`config.mk`:
```
export PLATFORM = sky130hd
export DESIGN_NAME = tick_gen_multi
export DESIGN_NICKNAME = d
export VERILOG_FILES = /design/src/rtl/tick_gen_pkg.sv /design/src/rtl/tick_channel.sv /design/src/rtl/tick_gen_multi.sv
export SDC_FILE = /design/constraint.sdc
export NUM_CORES = 1
export LEC_CHECK = 0
export CORE_MARGIN = 4
export CORE_UTILIZATION = 68
export DETAILED_ROUTE_END_ITERATION = 8
export GPL_ROUTABILITY_DRIVEN = 0
export MAX_ROUTING_LAYER = met4
export PLACE_DENSITY_LB_ADDON = 0.08
export SLEW_MARGIN = 20
export SYNTH_ARGS = -nofsm -noshare
export SYNTH_HDL_FRONTEND = slang
export SYNTH_HIERARCHICAL = 1
export SYNTH_SLANG_ARGS = --single-unit
```
`constraint.sdc`:
```
create_clock -name clock -period 8.4 [get_ports clock]
set_input_delay 0.84 -clock clock [delete_from_list [all_inputs] [get_ports clock]]
set_output_delay 0.84 -clock clock [all_outputs]
set_load 0.05 [all_outputs]
```
`src/rtl/tick_gen_pkg.sv`:
```
// Shared types for the multi-channel tick generator: mode encoding and the
// per-channel configuration record passed from the decode logic to each channel.
package tick_gen_pkg;

  localparam logic [1:0] MODE_OFF        = 2'b00;
  localparam logic [1:0] MODE_INT_PULSE  = 2'b01;
  localparam logic [1:0] MODE_INT_SQUARE = 2'b10;
  localparam logic [1:0] MODE_NCO        = 2'b11;

  // Widest value a channel can hold; ACC_W of any instance must not exceed it.
  localparam int CFG_VALUE_W = 32;

  typedef enum logic [1:0] {
    OFF        = MODE_OFF,
    INT_PULSE  = MODE_INT_PULSE,
    INT_SQUARE = MODE_INT_SQUARE,
    NCO        = MODE_NCO
  } tick_mode_t;

  typedef struct packed {
    tick_mode_t             mode;
    logic [CFG_VALUE_W-1:0] value;
  } tick_cfg_t;

  function automatic logic is_int_mode(input logic [1:0] mode);
    return (mode == MODE_INT_PULSE) || (mode == MODE_INT_SQUARE);
  endfunction

endpackage

```
`src/rtl/tick_channel.sv`:
```
// One tick channel: integer divider (pulse or square) or fractional NCO.
// A load or restart discards the current phase, including any pending tick.
module tick_channel
  import tick_gen_pkg::*;
#(
  parameter int DIV_W = 16,
  parameter int ACC_W = 24
) (
  input  logic      clock,
  input  logic      reset,
  input  logic      load,
  input  tick_cfg_t cfg,
  input  logic      restart,
  output logic      tick,
  output logic      level
);

  tick_mode_t       mode_reg;
  logic [ACC_W-1:0] value_reg;
  logic [DIV_W-1:0] cnt_reg;
  logic [ACC_W-1:0] acc_reg;
  logic             tick_reg;
  logic             level_reg;

  logic [DIV_W-1:0] div_n;
  logic             terminal;
  logic [ACC_W:0]   nco_sum;

  assign div_n    = value_reg[DIV_W-1:0];
  assign terminal = (cnt_reg == div_n - DIV_W'(1));
  // Carry out of the ACC_W-bit accumulator is the tick.
  assign nco_sum  = {1'b0, acc_reg} + {1'b0, value_reg};

  always_ff @(posedge clock) begin
    if (!reset) begin
      mode_reg  <= OFF;
      value_reg <= '0;
      cnt_reg   <= '0;
      acc_reg   <= '0;
      tick_reg  <= 1'b0;
      level_reg <= 1'b0;
    end else if (load) begin
      mode_reg  <= cfg.mode;
      value_reg <= cfg.value[ACC_W-1:0];
      cnt_reg   <= '0;
      acc_reg   <= '0;
      tick_reg  <= 1'b0;
      level_reg <= 1'b0;
    end else if (restart) begin
      cnt_reg   <= '0;
      acc_reg   <= '0;
      tick_reg  <= 1'b0;
      level_reg <= 1'b0;
    end else begin
      case (mode_reg)
        INT_PULSE, INT_SQUARE: begin
          if (terminal) begin
            cnt_reg  <= '0;
            tick_reg <= 1'b1;
            if (mode_reg == INT_SQUARE) level_reg <= ~level_reg;
          end else begin
            cnt_reg  <= cnt_reg + DIV_W'(1);
            tick_reg <= 1'b0;
          end
        end
        NCO: begin
          {tick_reg, acc_reg} <= nco_sum;
        end
        default: begin
          cnt_reg   <= '0;
          acc_reg   <= '0;
          tick_reg  <= 1'b0;
          level_reg <= 1'b0;
        end
      endcase
    end
  end

  assign tick  = tick_reg;
  assign level = level_reg;

endmodule

```
`src/rtl/tick_gen_multi.sv`:
```
// Multi-channel programmable tick / clock-enable generator: decodes config
// writes, rejects illegal ones with a one-cycle cfg_err, and fans out restart.
module tick_gen_multi
  import tick_gen_pkg::*;
#(
  parameter int CHANNELS = 4,
  parameter int DIV_W    = 16,
  parameter int ACC_W    = 24
) (
  input  logic                clock,
  input  logic                reset,
  input  logic                cfg_valid,
  input  logic [3:0]          cfg_chan,
  input  logic [1:0]          cfg_mode,
  input  logic [ACC_W-1:0]    cfg_value,
  input  logic                sync_restart,
  output logic [CHANNELS-1:0] tick,
  output logic [CHANNELS-1:0] level,
  output logic                cfg_err
);

  logic      chan_bad;
  logic      reject;
  logic      cfg_err_reg;
  tick_cfg_t cfg;

  assign chan_bad = 32'(cfg_chan) >= 32'(CHANNELS);
  // Only the low DIV_W bits form N; higher bits are ignored in integer modes.
  assign reject   = chan_bad ||
                    (is_int_mode(cfg_mode) && (cfg_value[DIV_W-1:0] == '0));

  always_comb begin
    cfg       = '0;
    cfg.mode  = tick_mode_t'(cfg_mode);
    cfg.value = CFG_VALUE_W'(cfg_value);
  end

  always_ff @(posedge clock) begin
    if (!reset) cfg_err_reg <= 1'b0;
    else        cfg_err_reg <= cfg_valid && reject;
  end

  assign cfg_err = cfg_err_reg;

  generate
    for (genvar gi = 0; gi < CHANNELS; gi++) begin : g_chan
      logic load;
      assign load = cfg_valid && !reject && (cfg_chan == 4'(gi));

      tick_channel #(
        .DIV_W (DIV_W),
        .ACC_W (ACC_W)
      ) u_chan (
        .clock   (clock),
        .reset   (reset),
        .load    (load),
        .cfg     (cfg),
        .restart (sync_restart),
        .tick    (tick[gi]),
        .level   (level[gi])
      );
    end
  endgenerate

endmodule

```
==> results.sh <==
export IMPL_outcome="completed"
export IMPL_synth_avg_cell_area_um2=8.48
export IMPL_drv_slew=0
export IMPL_slew_limit_headroom_pct=25.8
export IMPL_final_cell_mix="dfxtp_1, nand2_1, nor2_1"
export IMPL_die_width_um=170
export IMPL_hold_end="g_chan[3].u_chan/acc_reg[13]"
export IMPL_grt_max_degree=63
export IMPL_hp_start="g_chan[3].u_chan/acc_reg[13]"
export IMPL_crit_fanout=13
export IMPL_ios=43
export IMPL_path_class="in -> reg"
export IMPL_slowest_delay_ns=0.63
export IMPL_cts_hold_buf=0
export IMPL_maxCapViolations=0
export IMPL_final_common_cell="dfxtp_1"
export IMPL_rows=59
export IMPL_cts_tree="built"
export IMPL_drc=0
export IMPL_overflow=0
export IMPL_r2r_start="g_chan[2].u_chan/value_reg[1]"
export IMPL_finalSetupTns_ns=0
export IMPL_clkLatencyLatePin_ns=0.56
export IMPL_ys_warn_count=6
export IMPL_r2r_end="g_chan[2].u_chan/cnt_reg[13]"
export IMPL_area_growth_syn_to_layout_pct=9.18
export IMPL_skew_ns=0.0183
export IMPL_power_density_nw_per_um2=151
export IMPL_slowest_stage="or4_4"
export IMPL_die_y_um=170
export IMPL_r2r_cells=9
export IMPL_nNetsFinal=2259
export IMPL_power_frac_seq_pct=44.5
export IMPL_drive_gt1_share_pct=5.09
export IMPL_setup_violations=0
export IMPL_firstDrtPassIters=9
export IMPL_hold_class="reg -> reg"
export IMPL_critPathBufInv=1
export IMPL_core_um2=26000
export IMPL_min_path_cells=2
export IMPL_rsz0062_at_grt="no"
export IMPL_cts_clk_slew_worst_paths_ns=0.06
export IMPL_numCtsBuffers=29
export IMPL_vias=16084
export IMPL_grt_pass1_wl_mm=77.2
export IMPL_synth_fp_nets=2271
export IMPL_p_total_mw=2.95
export IMPL_wl_per_cell_um=19.4
export IMPL_dieArea_um2=29000
export IMPL_hold_viol_final=0
export IMPL_via_per_inst=6.54
export IMPL_root_buffer="clkbuf_16"
export IMPL_finalCritPeriodShare_pct=53.3
export IMPL_cp_arrival_ns=4.91
export IMPL_combinationalPowerShare_pct=5.9
export IMPL_crit_family="simple AND/OR/NAND/NOR gates"
export IMPL_path_cells="clkdlybuf4s50_1 -> or4_4 -> nor2_2 -> a21oi_4 -> nor3b_1 -> and2_1 -> o31ai_2 -> or2_1 -> o41ai_1"
export IMPL_sw_frac_of_total_pct=22.4
export IMPL_antenna_found_initial=1
export IMPL_startpoint_type="primary input"
export IMPL_p_leak_nw=7.67
export IMPL_fmax_mhz=223
export IMPL_port_buffer_count=42
export IMPL_r2r_slack_ns=4.71
export IMPL_p_sw_mw=0.662
export IMPL_h_tree_depth=1
export IMPL_hpwl_mm=34.0
export IMPL_nFillCells=1877
export IMPL_start_util_pct=69.0
export IMPL_grt_usage_pct=32.9
export IMPL_p_int_mw=2.29
export IMPL_clkSinkCount=273
export IMPL_period_needed_ns=4.48
export IMPL_hold_slack_ns=0.460
export IMPL_drtIter0Drc=1327
export IMPL_p_clk_share_pct=49.6
export IMPL_grt_pass1_vias=15392
export IMPL_drt_wl_total_mm=47.6
export IMPL_clockBufferDepth=3
export IMPL_post_cts_setup_buffer_count=0
export IMPL_setup_worst_path_end_class="flop"
export IMPL_ant_nets=0
export IMPL_synthCells=2113
export IMPL_ctsResizeCount=0
export IMPL_synth_area_um2=17900
export IMPL_peakVddDrop_mv=0.168
export IMPL_tightest_slew_ns=1.11
export IMPL_cp_required_ns=8.83
-- how the worst max path moves through the flow --
stage	start	to	slack (ns)	depth (start not counted)
6_report	cfg_value[0]	g_chan[1].u_chan/cnt_reg[13]	3.92	9
5_1_grt	cfg_value[0]	g_chan[0].u_chan/cnt_reg[5]	3.77	9
4_1_cts	cfg_value[0]	g_chan[1].u_chan/cnt_reg[13]	4.00	9
3_5_place_dp	cfg_value[0]	g_chan[1].u_chan/cnt_reg[13]	3.46	9
3_3_place_gp	cfg_value[0]	g_chan[1].u_chan/cnt_reg[5]	3.65	9
2_1_floorplan	cfg_value[0]	g_chan[0].u_chan/cnt_reg[13]	5.00	10
-- power by group through the flow --
stage                     clock [mW]  combinational, mW  sequential (mW)
final                           1.47              0.174             1.31
after global routing            1.53              0.187             1.31
after CTS                       1.48              0.172             1.31
after detailed placement           0              0.170             1.34
after global placement             0              0.165             1.34
after floorplan                    0              0.111             1.34
-- worst min-delay path, delay by kind of cell, from the launching register on --
family	cells	cell delay, ns
AOI/OAI and AO/OA	1	0.05
DFF	1	0.33
and+or+nand+nor	1	0.04
-- layout make-up --
class | instances | area [um^2] | share of cell area, %
Clock buffer | 36 | 802 | 4.10
Multi-Input combinational cell | 1672 | 11800 | 60.5
Sequential cell | 273 | 5470 | 27.9
Clock inverter | 17 | 294 | 1.50
Antenna cell | 1 | 2.50 | 0.0128
Timing Repair Buffer | 50 | 475 | 2.43
Inverter | 75 | 282 | 1.44
Tap cell | 335 | 419 | 2.14
-- per-layer routing --
layer | wire length (um) | global-route usage, %
met5 | 0 | -
met4 | 1910 | 12.6
met3 | 3470 | 4.11
met2 | 21700 | 52.2
met1 | 20500 | 43.0
-- per-stage QoR --
step	area (um^2)	utilization, %	std cells	worst slack, ns
2_1_floorplan	17900	-	2113	5.00
3_3_place_gp	18500	71.1	2405	3.65
3_5_place_dp	18500	71.1	2405	3.46
4_1_cts	19600	75.3	2458	4.00
5_1_grt	19600	75.3	2459	3.77
6_report	19600	75.3	2459	3.92
Power figures use the tool's default switching activity.
